File: src/rtl/counter_ctrl.sv
// Prescaled ena generator plus overflow/error service FSM for the WIDTH-bit overflow counter.
// All outputs registered (one cycle after their cause); no backpressure, pulses are fire-and-forget.
module counter_ctrl #(
  parameter int WIDTH    = 8,
  parameter int PRESCALE = 4,
  parameter int PW       = 8,
  parameter int ERR_HOLD = 16
) (
  input  logic             clk,
  input  logic             reset_n,
  input  logic             run,
  input  logic             auto_clr,
  input  logic             sw_clr,
  input  logic             cap_req,
  input  logic [WIDTH-1:0] value,
  input  logic             overflow,
  input  logic             overflow_err,
  output logic             ena,
  output logic             clr_overflow,
  output logic             reinit,
  output logic [7:0]       ovf_count,
  output logic             err_flag,
  output logic [WIDTH-1:0] cap_value,
  output logic             cap_valid,
  output logic [1:0]       state_o
);

  localparam int HW = (ERR_HOLD > 1) ? $clog2(ERR_HOLD) : 1;

  typedef enum logic [1:0] {
    IDLE   = 2'b00,
    RUN    = 2'b01,
    HOLD   = 2'b10,
    REINIT = 2'b11
  } state_t;

  state_t           state_q;
  logic [PW-1:0]    presc_q;
  logic [HW-1:0]    hold_q;
  logic             ovf_dly_q;
  logic             ena_q;
  logic             clr_q;
  logic             reinit_q;
  logic [7:0]       ovf_cnt_q;
  logic             err_q;
  logic [WIDTH-1:0] cap_value_q;
  logic             cap_valid_q;

  logic ovf_rise_d;
  assign ovf_rise_d = overflow & ~ovf_dly_q;

  always_ff @(posedge clk or negedge reset_n) begin
    if (!reset_n) begin
      state_q     <= IDLE;
      presc_q     <= '0;
      hold_q      <= '0;
      ovf_dly_q   <= 1'b0;
      ena_q       <= 1'b0;
      clr_q       <= 1'b0;
      reinit_q    <= 1'b0;
      ovf_cnt_q   <= '0;
      err_q       <= 1'b0;
      cap_value_q <= '0;
      cap_valid_q <= 1'b0;
    end else begin
      ena_q       <= 1'b0;
      clr_q       <= 1'b0;
      reinit_q    <= 1'b0;
      cap_valid_q <= cap_req;
      if (cap_req) cap_value_q <= value;

      case (state_q)
        IDLE, RUN: begin
          ovf_dly_q <= overflow;
          if (ovf_rise_d && (ovf_cnt_q != 8'hFF)) ovf_cnt_q <= ovf_cnt_q + 8'd1;
          // An error entry outranks run and every clear request.
          if (overflow_err) begin
            state_q <= HOLD;
            err_q   <= 1'b1;
            presc_q <= '0;
            hold_q  <= '0;
          end else begin
            clr_q <= (ovf_rise_d & auto_clr) | (sw_clr & overflow);
            if (sw_clr) err_q <= 1'b0;
            if (run) begin
              state_q <= RUN;
              if (state_q == RUN) begin
                if (presc_q == PW'(PRESCALE - 1)) begin
                  presc_q <= '0;
                  ena_q   <= 1'b1;
                end else begin
                  presc_q <= presc_q + PW'(1);
                end
              end
            end else begin
              state_q <= IDLE;
              presc_q <= '0;
            end
          end
        end
        HOLD: begin
          ovf_dly_q <= overflow;
          if (hold_q == HW'(ERR_HOLD - 1)) begin
            state_q  <= REINIT;
            reinit_q <= 1'b1;
          end else begin
            hold_q <= hold_q + HW'(1);
          end
        end
        REINIT: begin
          presc_q   <= '0;
          hold_q    <= '0;
          ovf_dly_q <= 1'b0;
          state_q   <= run ? RUN : IDLE;
        end
        default: state_q <= IDLE;
      endcase
    end
  end

  assign ena          = ena_q;
  assign clr_overflow = clr_q;
  assign reinit       = reinit_q;
  assign ovf_count    = ovf_cnt_q;
  assign err_flag     = err_q;
  assign cap_value    = cap_value_q;
  assign cap_valid    = cap_valid_q;
  assign state_o      = state_q;

endmodule

File: config.mk
export PLATFORM = sky130hd
export DESIGN_NAME = counter_ctrl
export DESIGN_NICKNAME = d
export VERILOG_FILES = /design/src/rtl/counter_ctrl.sv
export SDC_FILE = /design/constraint.sdc
export NUM_CORES = 1
export LEC_CHECK = 0
export CAP_MARGIN = 20
export CELL_PAD_IN_SITES_DETAIL_PLACEMENT = 0
export CELL_PAD_IN_SITES_GLOBAL_PLACEMENT = 1
export CORE_MARGIN = 4
export CORE_UTILIZATION = 38
export DETAILED_ROUTE_END_ITERATION = 6
export PLACE_DENSITY = 0.8
export SLEW_MARGIN = 20
export SYNTH_ARGS = -nofsm -noshare
export SYNTH_HDL_FRONTEND = slang
export SYNTH_SLANG_ARGS = --single-unit
File: constraint.sdc
create_clock -name clk -period 1.8 [get_ports clk]
set_input_delay 0.36 -clock clk [delete_from_list [all_inputs] [get_ports clk]]
set_output_delay 0.36 -clock clk [all_outputs]
set_load 0.05 [all_outputs]
After elaboration in Yosys (flattened, before gate mapping) --
Index checks and enable logic that the tools add are counted.
Word-level totals: register bits 36, latch bits 0, memory bits (writable) 0, memory bits (read-only) 0, input bits 16, output and inout port bits 23, word-level logic and storage cells 63, memories kept 0
Operators by class: add/subtract/negate cells 3, multipliers 0, div/mod/pow operators 0, order comparisons 0, equality and inequality tests 10, shift-type cells 0, multiplexer cells 24, bitwise gates (word level) 5, reductions and logical operators 10
Operator list (count):
- 2-to-1 mux 8 bit | 4
- adder 8 x 1 -> 8 bit, second input constant | 2
- one-hot mux 8 bit (2 select lines) | 1
- 2-to-1 mux 1 bit | 12
- one-hot mux 4 bit (3 select lines) | 1
- == test 8 x 2 -> 1 bit, second input constant | 1
- 2-to-1 mux 4 bit | 2
- inequality test 8 bit, second input constant | 1
- AND reduction 2 bit | 4
- inequality test 2 bit, second input constant | 3
- one-hot mux 2 bit (3 select lines) | 1
- adder 4 x 1 -> 4 bit, second input constant | 1
- == test 2 bit, second input constant | 2
- == test 4 bit, second input constant | 1
- 2-to-1 mux 2 bit | 2
- inequality test 4 bit, second input constant | 1
- nonzero test 2 bit | 2
- AND 1 bit | 3
- OR reduction 3 bit | 1
- == test 2 x 1 -> 1 bit, second input constant | 1
- logical NOT 2 bit | 1
- one-hot mux 1 bit (2 select lines) | 1
- OR reduction 2 bit | 1
- logical AND 1 bit | 1
- 2 further kinds | 2

Longest topological paths before layout --
Gate-level depths: netlist (run 1).
depth in word-level cells 6, depth in mapped cells 5, depth with buffers taken out 5

Worst setup path after synthesis (run 1) --
Ideal clock, no wire load.
path type register -> register, start point reg ovf_cnt_q[0], in the netlist ovf_count[0], end point reg ovf_cnt_q[1], in the netlist ovf_count[1], setup time 0.125 ns, data arrival time 1.729 ns, data required time 1.675 ns, path slack -0.054 ns, cell stages (with the launch flop) 5, buffers on the path 0, clock period less this slack 1.854 ns, cell sequence dfrtp_1 -> ha_1 -> nand3_1 -> o21ai_2 -> mux2_2
Between the ends: longest elaborated chain between the ends 3, elaborated cells between the ends (all ways) 4, those cells by class add/sub (1); eq/ne (1); reduce/logical (2)
Ends and longest elaborated chain:
- start: declaration | line 44 | logic [7:0] ovf_cnt_q;
- start signal: assignment | line 75 | if (ovf_rise_d && (ovf_cnt_q != 8'hFF)) ovf_cnt_q <= ovf_cnt_q + 8'd1;
- branches (longest 3 deep; another with adder 8 x 1 -> 8 bit)
Several ways; the timed one is not identified. A chain may end at the register's enable or synchronous reset.

Final worst setup path (run 1) --
Ends and elaborated chain as after synthesis.

==> summary.md, run 1 <==
| Metric | Value |
|---|---|
| Commonest non-fill, non-tap cell in the layout | dfrtp_1 |
| Status | finished, final reports clean |
| Layout cells sized above 1 | 28.11% |
| Initial DRC Count | 55 |
| Max-slew headroom | 70.48% |
| Pre-antenna DRT Iters | 4 |
| Most frequent cells in the layout | dfrtp_1 (34), buf_4 (26), clkdlybuf4s50_1 (15), nand2_1 (13), o21ai_0 (12) |
| Max cap viols | 0 |
| RSZ-0062 raised after global routing | false |
| Vias | 1190 |
| CP Max Fanout | 8 |
| Slowest cell on the critical path | dfrtp_2 |
| Initial antenna violation count | 0 |
| I/O Pins | 39 |
| Multi-input gate area | 701.9 um^2 |
| Register bit count reported by yosys | 36 |
| Synthesized area per cell | 11.84 um^2 |
| Critical Path RT | 1.98 ns |
| Met2 usage in global routing | 21.55% |
| Sum Neg Setup Slack | 0 ns |
| Syn Std Cell Area | 0.001622 mm^2 |
| Max Slew Vio Count | 0 |
| Syn Inst Count | 137 |
| Hold-fix buffers, CTS | 0 |
| Min-delay worst type | in -> async |
| Met1 track demand over resource | 14.34% |
| Tcrit/Tclk final | 87.30% |
| LEAKAGE | 0.9909 nW |
| Layout filler cell count | around 370 |
| Synth cell types | 31 |
| Clock Tree Buf Depth | 2 |
| Gr ovfl total | 0 |
| Port Buffers | 38 |
| Crit path launch type | flip-flop |
| Max stage delay on crit path | 0.40 ns |
| Fin. Hold Viols | 0 |
| H-tree depth | 2 |
| YS warnings | 0 |
| Total GRT Usage | 13.00% |
| Pin count of the biggest net entering global routing | 37 |
| Worst slew pin tran | about 0.44 ns |
| Row count | 23 |
| # diodes | 0 |
| Initial Utilization | approximately 40% |
| Detailed Route WL | ~3200 um |
| Vias in the first global route | 1237 |
| Pwr dens | 1246 mW/mm^2 |
| # resized after CTS | 0 |
| Layout Nets | 204 |
| Die H | 73.33 um |
| GR Util met3 | 6.156% |
| Die width | 73.33 um |
| Final core occ | 52.30% |
| First-pass GRT wire length | 5306 um |
| Clock slew at reported path FFs | 0.08 ns |
| Placer Congestion | 0.7737 |
| CTS Buf Count | 5 |
| Crit end category | flip-flop |
| DRC | 0 |
| VDD IR max | 0.8063 mV |
| Post-DRT Antenna Nets | 0 |
| Full die area | 0.005377 mm^2 |
| Fin crit period | 1.571 ns |
| Setup violators final | 0 |
| Fin worst setup slack | 0.2285 ns |
| DP HPWL | 2347 um |
| Worst slack at placement | 0.03788 ns |
| Postcts setup bufs | 0 |
| Sink Count | 36 |
| DR vias/cell | 5.064 |
| Register area share after synthesis | 55.56% |
| Most used routing layer | met2 |
| CTS tree | done |
| F_max | between 0.6 and 0.7 GHz |
| Clock skew | 0.01008 ns |
| Latest clock arrival within the worst-skew pair | 0.29 ns |
| R2r setup slk | 0.23 ns |
| Kind of critical path | reg -> reg |
| Synth Net Count | 157 |
| Register area | 903.4 um^2 |
| Worst EP arrival | 1.75 ns |
| Syn-to-layout area delta | 30.86% |
| Core box area | 0.004058 mm^2 |
| Detail-routed net length per standard cell | 13.72 um |
| Critical-path cell list | ha_1 -> nand3_1 -> o21ai_2 -> mux2_2 |
| Clock root buffer | clkbuf_8 |
-- worst max-delay path: cells and delay by family, from the launching register on --
kind	cells	cell delay (ns)
AND/OR/NAND/NOR	1	0.14
adder cells (fa/ha/maj)	1	0.17
multiplexers	1	0.38
AO/OA/AOI/OAI	1	0.37
flip-flops	1	0.40
-- flip-flops by register name, indices dropped and copies added (netlist names) --
name          count
ovf_dly_q         1
ovf_count         8
clr_overflow      1
ena               1
err_flag          1
reinit            1
state_o           2
cap_value         8
hold_q            4
presc_q           8
cap_valid         1
-- synthesized netlist by cell type --
cell type,instances,area (um^2)
dfrtp_1,36,900.9
nand2_1,13,48.80
o21ai_0,12,60.06
mux2_2,10,112.6
nor2_1,8,30.03
nand3_1,6,30.03
xor2_1,6,52.55
a21oi_1,4,20.02
a22o_1,4,35.03
ha_1,4,50.05
inv_1,4,15.01
xnor2_1,4,35.03
and3_1,3,18.77
nand4_1,3,18.77
a211oi_1,2,15.01
mux2i_1,2,20.02
nor3_1,2,10.01
a21boi_0,1,7.510
a21oi_2,1,8.760
and2_1,1,6.260
clkbuf_1,1,3.750
nand2b_1,1,6.260
nand3b_1,1,7.510
nand4bb_4,1,27.53
nor3_2,1,10.01
nor3b_2,1,12.51
nor4_2,1,12.51
nor4b_4,1,23.77
o21ai_2,1,8.760
o22ai_1,1,6.260
or2b_1,1,7.510
-- final timing paths --
kind                              start           end  depth (start not counted)
hold / removal                  reset_n     cap_valid                          2
max in group asynchronous       reset_n  ovf_count[0]                          2
min in group clk               err_flag      err_flag                          1
setup / recovery           ovf_count[0]  ovf_count[1]                          4
setup reg to reg           ovf_count[0]  ovf_count[1]                          4
hold reg to reg                err_flag      err_flag                          1
-- where the power goes --
group	total (mW)	leakage [nW]	switching (mW)	internal, mW
Sequential	1.12	0.459	0.158	0.960
Clock	0.598	0.0445	0.287	0.311
Combinational	0.928	0.487	0.584	0.344
Total	2.65	0.991	1.03	1.62
-- kinds of logic (layout without fill, tap and decap cells) --
family | Yosys count | after routing | share of synthesized area, %
and+or+nand+nor | 44 | 44 | 16.67
DFF | 36 | 36 | 55.56
AOI/OAI and AO/OA | 26 | 26 | 9.954
muxes | 12 | 12 | 8.179
xor gates and xnor gates | 10 | 10 | 5.401
buffers and inverters | 5 | 53 | 1.157
adders and majority gates | 4 | 4 | 3.087
-- routing by layer --
metal / part of all wire, % / vias to the layer above / routed length [um]
li1: - / 577 / -
met1: 44 / 570 / 1405
met2: 47 / 37 / 1513
met3: 8.4 / 6 / 270
met4: 1.1 / 0 / 34
met5: 0 / - / 0
-- stage by stage --
step / cell area [um^2] / hold WS [ns] / power, mW / std cells
after CTS: 2122 / 0.5019 / 2.678 / 235
after global routing: 2122 / 0.5142 / 2.800 / 235
after detailed placement: 2028 / 0.4906 / 2.078 / 227
final: 2122 / 0.4833 / 2.645 / 235
after global placement: 2028 / 0.4855 / 2.044 / 227
after floorplan: 1624 / 0.06441 / 1.743 / 137
-- area by class of cell --
cell class | instances | share of cell area, %
Clock inverter | 1 | 0.3538
Clock buffer | 7 | 4.068
Multi-Input combinational cell | 96 | 33.08
Sequential cell | 36 | 42.57
Inverter | 4 | 0.7075
Tap cell | 50 | 2.948
Timing Repair Buffer | 41 | 16.27
(Power assumes the default switching activity.)
==> run 2: changes to the inputs <==
--- a/config.mk
+++ b/config.mk
@@ -5,7 +5,6 @@
 export SDC_FILE = /design/constraint.sdc
 export NUM_CORES = 1
 export LEC_CHECK = 0
-export CAP_MARGIN = 20
 export CELL_PAD_IN_SITES_DETAIL_PLACEMENT = 0
 export CELL_PAD_IN_SITES_GLOBAL_PLACEMENT = 1
 export CORE_MARGIN = 4
==> results of run 2 <==
Final layout, timing and power as in run 1 (identical DEF).
==> run 3: changes to the inputs <==
--- a/config.mk
+++ b/config.mk
@@ -11,7 +11,7 @@
 export CORE_UTILIZATION = 38
 export DETAILED_ROUTE_END_ITERATION = 6
 export PLACE_DENSITY = 0.8
-export SLEW_MARGIN = 20
+export SLEW_MARGIN = 5
 export SYNTH_ARGS = -nofsm -noshare
 export SYNTH_HDL_FRONTEND = slang
 export SYNTH_SLANG_ARGS = --single-unit
==> results of run 3 <==
Final layout, timing and power as in run 1 (identical DEF).
